**src/rtl/iob_pk.sv**
```systemverilog
// iob_pk: parses the IOBUS UART command protocol into control-panel key, rotary and function strobes.
// Define IOB_PK_ACK_EN to queue a one-byte 8'h80 ack for every completed FN/ROT/KEYS command.
module iob_pk #(
    parameter int unsigned CLK_SYS_HZ = 50_000_000,
    parameter int unsigned TIMEOUT_MS = 10
) (
    input  logic        clk_sys,
    input  logic        rst_n,
    input  logic [7:0]  rx_data,
    input  logic        rx_valid,
    output logic [7:0]  tx_data,
    output logic        tx_valid,
    input  logic        tx_ready,
    input  logic [0:9]  indicators,
    output logic [0:15] keys,
    output logic        keys_trig,
    output logic [0:3]  rotary_in,
    output logic        rotary_trig,
    output logic [0:3]  fn,
    output logic        fn_v,
    output logic        fn_trig,
    output logic        err
);

    localparam int unsigned TO_LOAD = CLK_SYS_HZ / 1000 * TIMEOUT_MS;
    localparam int unsigned TO_W    = (TO_LOAD > 1) ? $clog2(TO_LOAD + 1) : 1;
    localparam logic [TO_W-1:0] TO_LOAD_W = TO_W'(TO_LOAD);

    localparam logic [1:0] OP_FN   = 2'b00;
    localparam logic [1:0] OP_ROT  = 2'b01;
    localparam logic [1:0] OP_KEYS = 2'b10;

    typedef enum logic [1:0] {IDLE, KP0, KP1, KP2} rx_state_t;
    typedef enum logic [1:0] {
        TX_IDLE, TX_B1, TX_B2
`ifdef IOB_PK_ACK_EN
        , TX_ACK
`endif
    } tx_state_t;

    rx_state_t       rx_state, rx_state_nx;
    tx_state_t       tx_state, tx_state_nx;
    logic [0:13]     keys_sh, keys_sh_nx;
    logic [TO_W-1:0] to_cnt, to_cnt_nx;
    logic [7:0]      b2_q, b2_nx;

    logic [0:15] keys_nx;
    logic [0:3]  rotary_nx, fn_nx;
    logic        fn_v_nx, keys_trig_nx, rotary_trig_nx, fn_trig_nx;
    logic [7:0]  tx_data_nx;
    logic        tx_valid_nx;
    logic        rx_err, tx_err, status_req;

`ifdef IOB_PK_ACK_EN
    logic [1:0] ack_cnt, ack_cnt_nx;
    logic       ack_dec, ack_inc;
`endif

    // A command byte always restarts decoding, even in the middle of a KEYS payload.
    always_comb begin
        rx_state_nx    = rx_state;
        keys_sh_nx     = keys_sh;
        to_cnt_nx      = to_cnt;
        keys_nx        = keys;
        keys_trig_nx   = 1'b0;
        rotary_nx      = rotary_in;
        rotary_trig_nx = 1'b0;
        fn_nx          = fn;
        fn_v_nx        = fn_v;
        fn_trig_nx     = 1'b0;
        rx_err         = 1'b0;
        status_req     = 1'b0;
        if (rx_valid) begin
            if (rx_data[7]) begin
                if (rx_state != IDLE) rx_err = 1'b1;
                rx_state_nx = IDLE;
                case (rx_data[6:5])
                    OP_FN: begin
                        if (rx_data[3:0] <= 4'd11) begin
                            fn_nx      = rx_data[3:0];
                            fn_v_nx    = rx_data[4];
                            fn_trig_nx = 1'b1;
                        end else begin
                            rx_err = 1'b1;
                        end
                    end
                    OP_ROT: begin
                        rotary_nx      = rx_data[3:0];
                        rotary_trig_nx = 1'b1;
                    end
                    OP_KEYS: begin
                        rx_state_nx = KP0;
                        to_cnt_nx   = TO_LOAD_W;
                    end
                    default: status_req = 1'b1;
                endcase
            end else begin
                to_cnt_nx = TO_LOAD_W;
                case (rx_state)
                    IDLE: rx_err = 1'b1;
                    KP0: begin
                        keys_sh_nx[0:6] = rx_data[6:0];
                        rx_state_nx     = KP1;
                    end
                    KP1: begin
                        keys_sh_nx[7:13] = rx_data[6:0];
                        rx_state_nx      = KP2;
                    end
                    default: begin
                        keys_nx      = {keys_sh, rx_data[1:0]};
                        keys_trig_nx = 1'b1;
                        rx_state_nx  = IDLE;
                    end
                endcase
            end
        end else if (rx_state != IDLE && TO_LOAD != 0) begin
            if (to_cnt == '0) begin
                rx_state_nx = IDLE;
                rx_err      = 1'b1;
            end else begin
                to_cnt_nx = to_cnt - TO_W'(1);
            end
        end
    end

    // Reply path: a status snapshot is taken on acceptance and streamed out as B1 then B2.
    always_comb begin
        tx_state_nx = tx_state;
        tx_data_nx  = tx_data;
        tx_valid_nx = tx_valid;
        b2_nx       = b2_q;
        tx_err      = 1'b0;
`ifdef IOB_PK_ACK_EN
        ack_dec     = 1'b0;
`endif
        case (tx_state)
            TX_IDLE: begin
                if (status_req) begin
                    tx_state_nx = TX_B1;
                    tx_data_nx  = {5'b11100, indicators[0:2]};
                    tx_valid_nx = 1'b1;
                    b2_nx       = {1'b0, indicators[3:9]};
                end
`ifdef IOB_PK_ACK_EN
                else if (ack_cnt != 2'd0) begin
                    tx_state_nx = TX_ACK;
                    tx_data_nx  = 8'h80;
                    tx_valid_nx = 1'b1;
                    ack_dec     = 1'b1;
                end
`endif
            end
            TX_B1: begin
                if (tx_ready) begin
                    tx_state_nx = TX_B2;
                    tx_data_nx  = b2_q;
                end
            end
            TX_B2: begin
                if (tx_ready) begin
                    tx_state_nx = TX_IDLE;
                    tx_data_nx  = 8'h00;
                    tx_valid_nx = 1'b0;
                end
            end
`ifdef IOB_PK_ACK_EN
            TX_ACK: begin
                if (tx_ready) begin
                    tx_state_nx = TX_IDLE;
                    tx_data_nx  = 8'h00;
                    tx_valid_nx = 1'b0;
                end
            end
`endif
            default: tx_state_nx = TX_IDLE;
        endcase
        if (status_req && tx_state != TX_IDLE) tx_err = 1'b1;
    end

`ifdef IOB_PK_ACK_EN
    // Saturating ack backlog; overflowing acks are silently lost.
    always_comb begin
        ack_inc    = fn_trig_nx | rotary_trig_nx | keys_trig_nx;
        ack_cnt_nx = ack_cnt - {1'b0, ack_dec};
        if (ack_inc && ack_cnt_nx != 2'd3) ack_cnt_nx = ack_cnt_nx + 2'd1;
    end
`endif

    always_ff @(posedge clk_sys) begin
        if (!rst_n) begin
            rx_state    <= IDLE;
            tx_state    <= TX_IDLE;
            keys_sh     <= '0;
            to_cnt      <= '0;
            b2_q        <= '0;
            keys        <= '0;
            keys_trig   <= 1'b0;
            rotary_in   <= '0;
            rotary_trig <= 1'b0;
            fn          <= '0;
            fn_v        <= 1'b0;
            fn_trig     <= 1'b0;
            tx_data     <= '0;
            tx_valid    <= 1'b0;
            err         <= 1'b0;
`ifdef IOB_PK_ACK_EN
            ack_cnt     <= '0;
`endif
        end else begin
            rx_state    <= rx_state_nx;
            tx_state    <= tx_state_nx;
            keys_sh     <= keys_sh_nx;
            to_cnt      <= to_cnt_nx;
            b2_q        <= b2_nx;
            keys        <= keys_nx;
            keys_trig   <= keys_trig_nx;
            rotary_in   <= rotary_nx;
            rotary_trig <= rotary_trig_nx;
            fn          <= fn_nx;
            fn_v        <= fn_v_nx;
            fn_trig     <= fn_trig_nx;
            tx_data     <= tx_data_nx;
            tx_valid    <= tx_valid_nx;
            err         <= rx_err | tx_err;
`ifdef IOB_PK_ACK_EN
            ack_cnt     <= ack_cnt_nx;
`endif
        end
    end

endmodule
```
**config.mk**
```make
export PLATFORM = sky130hd
export DESIGN_NAME = iob_pk
export DESIGN_NICKNAME = d
export VERILOG_FILES = /design/src/rtl/iob_pk.sv
export SDC_FILE = /design/constraint.sdc
export NUM_CORES = 1
export LEC_CHECK = 0
export CELL_PAD_IN_SITES_DETAIL_PLACEMENT = 1
export CELL_PAD_IN_SITES_GLOBAL_PLACEMENT = 2
export CORE_MARGIN = 3
export CORE_UTILIZATION = 35
export CTS_BUF_LIST = sky130_fd_sc_hd__clkbuf_4 sky130_fd_sc_hd__clkbuf_8
export CTS_CLUSTER_DIAMETER = 120
export DETAILED_ROUTE_END_ITERATION = 6
export GPL_ROUTABILITY_DRIVEN = 0
export PLACE_DENSITY = 0.85
export SLEW_MARGIN = 10
export SYNTH_ARGS = -nofsm -noshare
export SYNTH_HDL_FRONTEND = slang
export SYNTH_SLANG_ARGS = --single-unit
```
**constraint.sdc**
```tcl
create_clock -name clk_sys -period 3.4 [get_ports clk_sys]
set_input_delay 0.51 -clock clk_sys [delete_from_list [all_inputs] [get_ports clk_sys]]
set_output_delay 0.51 -clock clk_sys [all_outputs]
set_load 0.005 [all_outputs]
```
==> metrics, run 1 <==
critical path class input port to register; Final Hold Viols 0; vias post-DR 3124; initial antenna violation count 0; GRT Residual Overflow 0; worst setup margin 1.01 ns; pin count of the biggest net entering global routing 38; dpl ws 0.647 ns; Startpoint Class input port; Die Y 107 um; routed len/inst 15.2 um; Via density 5.11; most frequent cells after synthesis dfxtp_1, nand2_1, a21oi_1; final worst-path cycle share 0.704; clock latency on the worst-skew pair 0.36 ns; First DRT Iteration DRCs 78; simple-gate share of the synthesized area 0.245; layout cell share with drive strength beyond 1 0.0858; clk buf depth 2; Max Slew Vio Count 0; CTS tree yes; critical path data required time 3.66 ns; core area 9860 um2; diodes inserted 0; FFs w/ async S/R, synth 0; Ys Warns 0; top cells by area, synth dfxtp_1, a21oi_1, nand2_1; Clk pin slew, worst setup/hold paths 0.09 ns; Critical Path AT 2.65 ns; Final nets 506; Yosys reg bits 82; mux share of post-synthesis cell area 0.0279; r2r setup slk 1.16 ns; RSZ-0062 raised after global routing no; final worst path period need 2.39 ns; Total GRT Usage 0.170; die area 11500 um2; fmax 0.418 GHz; DIE WIDTH 107 um; Final HPWL DP 6600 um; site row count 36; drt first pass iters 4; Max-Cap Viols 0; Cell Pwr Density 501 nW/um2; clock buffer count from CTS 9; Synth cell types 56; setup TNS after final layout 0 ns; Final Skew 0.0120 ns; worst rel slew slack 0.540; average cell area after synthesis 8.51 um2; Gate Count Post-Synth 421; CP max FO 12; Post-Route WL 9280 um; Post-CTS Setup Bufs 0; detailed-route DRC error count 0; crit end category register; Post-synth EDFFs 0; Post-CTS Hold Fix Bufs 0; Final setup viols 0; Synth Area in XOR/XNOR 0.0196; IO Count 60; dominant cell type by area after synthesis dfxtp_1; top-count cell post-synth dfxtp_1; CTS Sinks 82; Hold/Removal Path Class register to register; worst slew pin tran 0.689 ns; sequential area share after synthesis 0.458; antenna-violating nets left 0; Net Count, Synth 454; post_cts resized 0; Main synth FF type dfxtp_1; largest family of logic cells by synthesized area simple AND/OR/NAND/NOR gates; area delta synth->final 24.9%; Starting Density 0.363; status finished, final reports clean; worst vdd ir 0.242 mV; Synth Area in Adders 0.0384; vias in the first global route 3099; first-pass GRT wire length 15700 um; Synth top area share 0.458; complex-gate fraction of the synthesized area 0.163; H-Tree Level Count 3; CTS Root Buffer Type clkbuf_8; synthesized cell area 3580 um2; Pleak 1.53 nW; PortBufs 59
## stage by stage
step	hold WS (ns)	util	instances	cell area (um2)	total power, mW
after global placement	0.443	0.433	595	4270	1.50
after detailed placement	0.447	0.433	595	4270	1.52
after global routing	0.481	0.454	611	4470	2.37
after floorplan	0.432	-	421	3580	1.35
after CTS	0.459	0.454	611	4470	2.27
final	0.459	0.454	611	4470	2.24
## cell type report
| cell class | instances | area (um2) |
|---|---|---|
| clock buffers | 11 | 145 |
| clock inverters | 5 | 62.6 |
| fillers | 1160 | 5390 |
| inverters | 11 | 41.3 |
| multi-input cells | 304 | 1770 |
| flip-flops and latches | 82 | 1640 |
| well taps | 133 | 166 |
| repair buffers | 65 | 648 |
## cell usage in the layout, fill, tap and decap left out, drive strengths merged, types with 2 or more instances in the layout
| master | n |
|---|---|
| dfxtp | 82 |
| nand2 | 77 |
| a21oi | 62 |
| clkdlybuf4s50 | 59 |
| nor2 | 34 |
| nand3 | 33 |
| inv | 12 |
| ha | 11 |
| clkbuf | 11 |
| mux2i | 10 |
| xor2 | 8 |
| nor3 | 7 |
| nand2b | 6 |
| buf | 6 |
| o21ai | 6 |
| o211ai | 5 |
| or3 | 4 |
| or4 | 3 |
| nand4 | 3 |
| a311oi | 3 |
| nand4b | 3 |
| and2 | 3 |
| o22ai | 2 |
| o21a | 2 |
| o31ai | 2 |
| a31oi | 2 |
| o311a | 2 |
| clkinvlp | 2 |
| or2 | 2 |
## routing by layer
metal  GRT usage  routed length, um
met1       0.226               4500
met2       0.273               4350
met3      0.0397                311
met4      0.0557                117
met5           0                  0
## critical path, cell delays in order
cell and delay (ns):
clkdlybuf4s50_1 0.62, or2b_2 0.46, a21oi_4 0.28, nand4_1 0.27, o31a_1 0.31, o21ba_2 0.20
## power by group
group / switching [mW] / internal [mW]
Sequential: 0.0341 / 1.01
Combinational: 0.253 / 0.195
Clock: 0.380 / 0.372
## final timing paths
check / end / cells past startpoint / from
max reg2reg: to_cnt[8]$_SDFFE_PN0P_ / 8 / to_cnt[0]$_SDFFE_PN0P_
min: keys[2]$_SDFFE_PN0P_ / 2 / keys_sh[2]$_SDFFE_PN0P_
min reg2reg: keys[2]$_SDFFE_PN0P_ / 2 / keys_sh[2]$_SDFFE_PN0P_
max: to_cnt[12]$_SDFFE_PN0P_ / 6 / rx_data[5]
## cell families after synthesis
group           count (synthesis)
buf+inv                        35
fa+ha+maj                      11
xor+xnor                        8
flops                          82
compound gates                 92
simple gates                  183
mux                            10
## state kept, by name, summed over array words and instances (netlist names)
register and cells:
tx_state 2, keys_sh 14, rx_state 2, tx_valid 1
fn_v 1, keys 16, rotary_trig 1, b2_q 7
err 1, keys_trig 1, to_cnt 19, tx_data 8
fn_trig 1, rotary_in 4, fn 4
Power figures use the tool's default switching activity.
==> inputs of run 2 (changes only) <==
--- a/config.mk
+++ b/config.mk
@@ -8,12 +8,12 @@
 export CELL_PAD_IN_SITES_DETAIL_PLACEMENT = 1
 export CELL_PAD_IN_SITES_GLOBAL_PLACEMENT = 2
 export CORE_MARGIN = 3
-export CORE_UTILIZATION = 35
+export CORE_UTILIZATION = 33
 export CTS_BUF_LIST = sky130_fd_sc_hd__clkbuf_4 sky130_fd_sc_hd__clkbuf_8
 export CTS_CLUSTER_DIAMETER = 120
 export DETAILED_ROUTE_END_ITERATION = 6
 export GPL_ROUTABILITY_DRIVEN = 0
-export PLACE_DENSITY = 0.85
+export PLACE_DENSITY = 0.8
 export SLEW_MARGIN = 10
 export SYNTH_ARGS = -nofsm -noshare
 export SYNTH_HDL_FRONTEND = slang
==> constraint.sdc (replaced) <==
create_clock -name clk_sys -period 2.35 [get_ports clk_sys]
set_input_delay 0.3525 -clock clk_sys [delete_from_list [all_inputs] [get_ports clk_sys]]
set_output_delay 0.3525 -clock clk_sys [all_outputs]
set_load 0.005 [all_outputs]
==> run 2 against run 1 <==
Net effect:
- sequential cell count stayed put
- combinational power increased by 49%
- sequential power up 45%
- total power grew 45%
- global-route usage decreased by 0.49 points
- final cell count is 3.4% higher
- critical path type is now register to register
- critical endpoint is now to_cnt[7]$_SDFFE_PN0P_
- largest power group unchanged
==> metrics, run 2 (synthesis results as in run 1) <==
PortBufs 59 (unchanged); Total GRT Usage 0.165 (was 0.170); Max Slew Vio Count 0 (unchanged); critical path class register to register (was input port to register); H-Tree Level Count 3 (unchanged); routed len/inst 14.6 um (was 15.2 um); clk buf depth 2 (unchanged); slowest stage cell, crit path dfxtp_1 (was clkdlybuf4s50_1); Starting Density 0.342 (was 0.363); crit end category register (unchanged); vias post-DR 3130 (was 3124); area delta synth->final 28.5% (was 24.9%); Final HPWL DP 6720 um (was 6600 um); Die Y 110 um (was 107 um); DIE WIDTH 110 um (was 107 um); initial antenna violation count 0 (unchanged); drt first pass iters 4 (unchanged); diodes inserted 0 (unchanged); dpl ws 0.0135 ns (was 0.647 ns); r2r setup slk 0.14 ns (was 1.16 ns); final worst-path cycle share 0.942; vias in the first global route 3130 (was 3099); setup TNS after final layout 0 ns (unchanged); CTS tree yes (unchanged); Largest register FFs 19 (unchanged); die area 12100 um2 (was 11500 um2); Final Hold Viols 0 (unchanged); R2R depth 9 (was 8); Clk pin slew, worst setup/hold paths 0.09 ns (about the same); Min-Delay Path Depth 2 (unchanged); Reg with most FFs to_cnt (unchanged); Post-Route WL 9240 um (was 9280 um); worst rel slew slack 0.578 (was 0.540); Post-CTS Hold Fix Bufs 0 (unchanged); first-pass GRT wire length 15500 um (was 15700 um); most used cell, CP buf_4; antenna-violating nets left 0 (unchanged); Hold Slack 0.456 ns (was 0.459 ns); detailed-route DRC error count 0 (unchanged); largest stage delay on the critical path 0.35 ns (was 0.62 ns); CTS Sinks 82 (unchanged); CP max FO 8 (was 12); clock latency on the worst-skew pair 0.37 ns (was 0.36 ns); final worst path period need 2.21 ns; critical path data required time 2.61 ns (was 3.66 ns); Final Skew 0.0119 ns (was 0.0120 ns); pin count of the biggest net entering global routing 47 (was 38); commonest cells after routing, fill and taps aside dfxtp_1, nand2_1, a21oi_1 (unchanged); Startpoint Class register (was input port); crit path cell chain inv_1, ha_1, nor4b_1, buf_4, nand4b_2, buf_4, o211ai_1, xor2_1, nor2_1 (was clkdlybuf4s50_1, or2b_2, a21oi_4, nand4_1, o31a_1, o21ba_2); GRT Residual Overflow 0 (unchanged); RSZ-0062 raised after global routing no (unchanged); core area 10500 um2 (was 9860 um2); Pleak 1.61 nW (was 1.53 nW); fmax 0.452 GHz; Max-Cap Viols 0 (unchanged); Final nets 524 (was 506); layout cell share with drive strength beyond 1 0.119 (was 0.0858); worst vdd ir 0.242 mV (about the same); Hold/Removal Path Class register to register (unchanged); Post-CTS Setup Bufs 0 (unchanged); clock buffer count from CTS 9 (unchanged); Via density 4.95 (was 5.11); site row count 37 (was 36); Critical Path AT 2.47 ns (was 2.65 ns); Cell Pwr Density 707 nW/um2 (was 501 nW/um2); status finished, final reports clean (unchanged); worst slew pin tran 0.633 ns (was 0.689 ns); Final setup viols 0 (unchanged); largest registers to_cnt x19, keys x16, keys_sh x14 (unchanged); worst setup margin 0.137 ns (was 1.01 ns); First DRT Iteration DRCs 114 (was 78); commonest non-fill, non-tap cell in the layout dfxtp_1 (unchanged); CTS Root Buffer Type clkbuf_8 (unchanged); IO Count 60 (unchanged); post_cts resized 0 (unchanged)
[run 2: path summary, 6_finish.rpt]
| path | startpoint | endpoint |
|---|---|---|
| worst max-delay path | to_cnt[0]$_SDFFE_PN0P_ | to_cnt[7]$_SDFFE_PN0P_ |
| worst max register to register | to_cnt[0]$_SDFFE_PN0P_ | to_cnt[7]$_SDFFE_PN0P_ |
| worst min register to register | keys_sh[1]$_SDFFE_PN0P_ | keys[1]$_SDFFE_PN0P_ |
| worst min-delay path | keys_sh[1]$_SDFFE_PN0P_ | keys[1]$_SDFFE_PN0P_ |
[run 2: metrics by stage]
| step | cells | total power, mW | utilization | cell area [um2] |
|---|---|---|---|---|
| floorplan | 421 | 1.96 | - | 3580 |
| global placement | 616 | 2.20 | 0.420 | 4390 |
| detailed placement | 616 | 2.22 | 0.420 | 4390 |
| CTS | 632 | 3.30 | 0.440 | 4600 |
| global route | 632 | 3.44 | 0.440 | 4600 |
| finish | 632 | 3.25 | 0.440 | 4600 |
[run 2: power breakdown]
group | leakage [nW] | switching [mW] | total, mW | internal (mW)
combinational | 0.844 | 0.368 | 0.669 | 0.301
clock | 0.103 | 0.539 | 1.08 | 0.537
sequential | 0.664 | 0.0509 | 1.51 | 1.46
[run 2: per-layer routing]
layer,global-route usage,vias up,share of wire
met1,0.231,1490,0.51
met3,0.0478,8,0.037
met4,0.0475,0,0.012
met2,0.247,46,0.44
li1,-,1586,-
met5,0,-,0
[run 2: area by class of cell]
| cell class | count | area, um2 |
|---|---|---|
| inverters | 11 | 41.3 |
| clock buffers | 11 | 145 |
| repair buffers | 83 | 771 |
| well taps | 136 | 170 |
| fillers | 1243 | 5860 |
| clock inverters | 5 | 63.8 |
| multi-input cells | 304 | 1770 |
| flip-flops and latches | 82 | 1640 |
[run 2: worst max-delay path: cells and delay by family, from the launching register on]
kind / cells / cell delay [ns]
AO/OA/AOI/OAI: 1 / 0.21
XOR/XNOR: 1 / 0.17
adder cells (fa/ha/maj): 1 / 0.23
buffers and inverters: 3 / 0.53
flip-flops: 1 / 0.35
AND/OR/NAND/NOR: 3 / 0.62
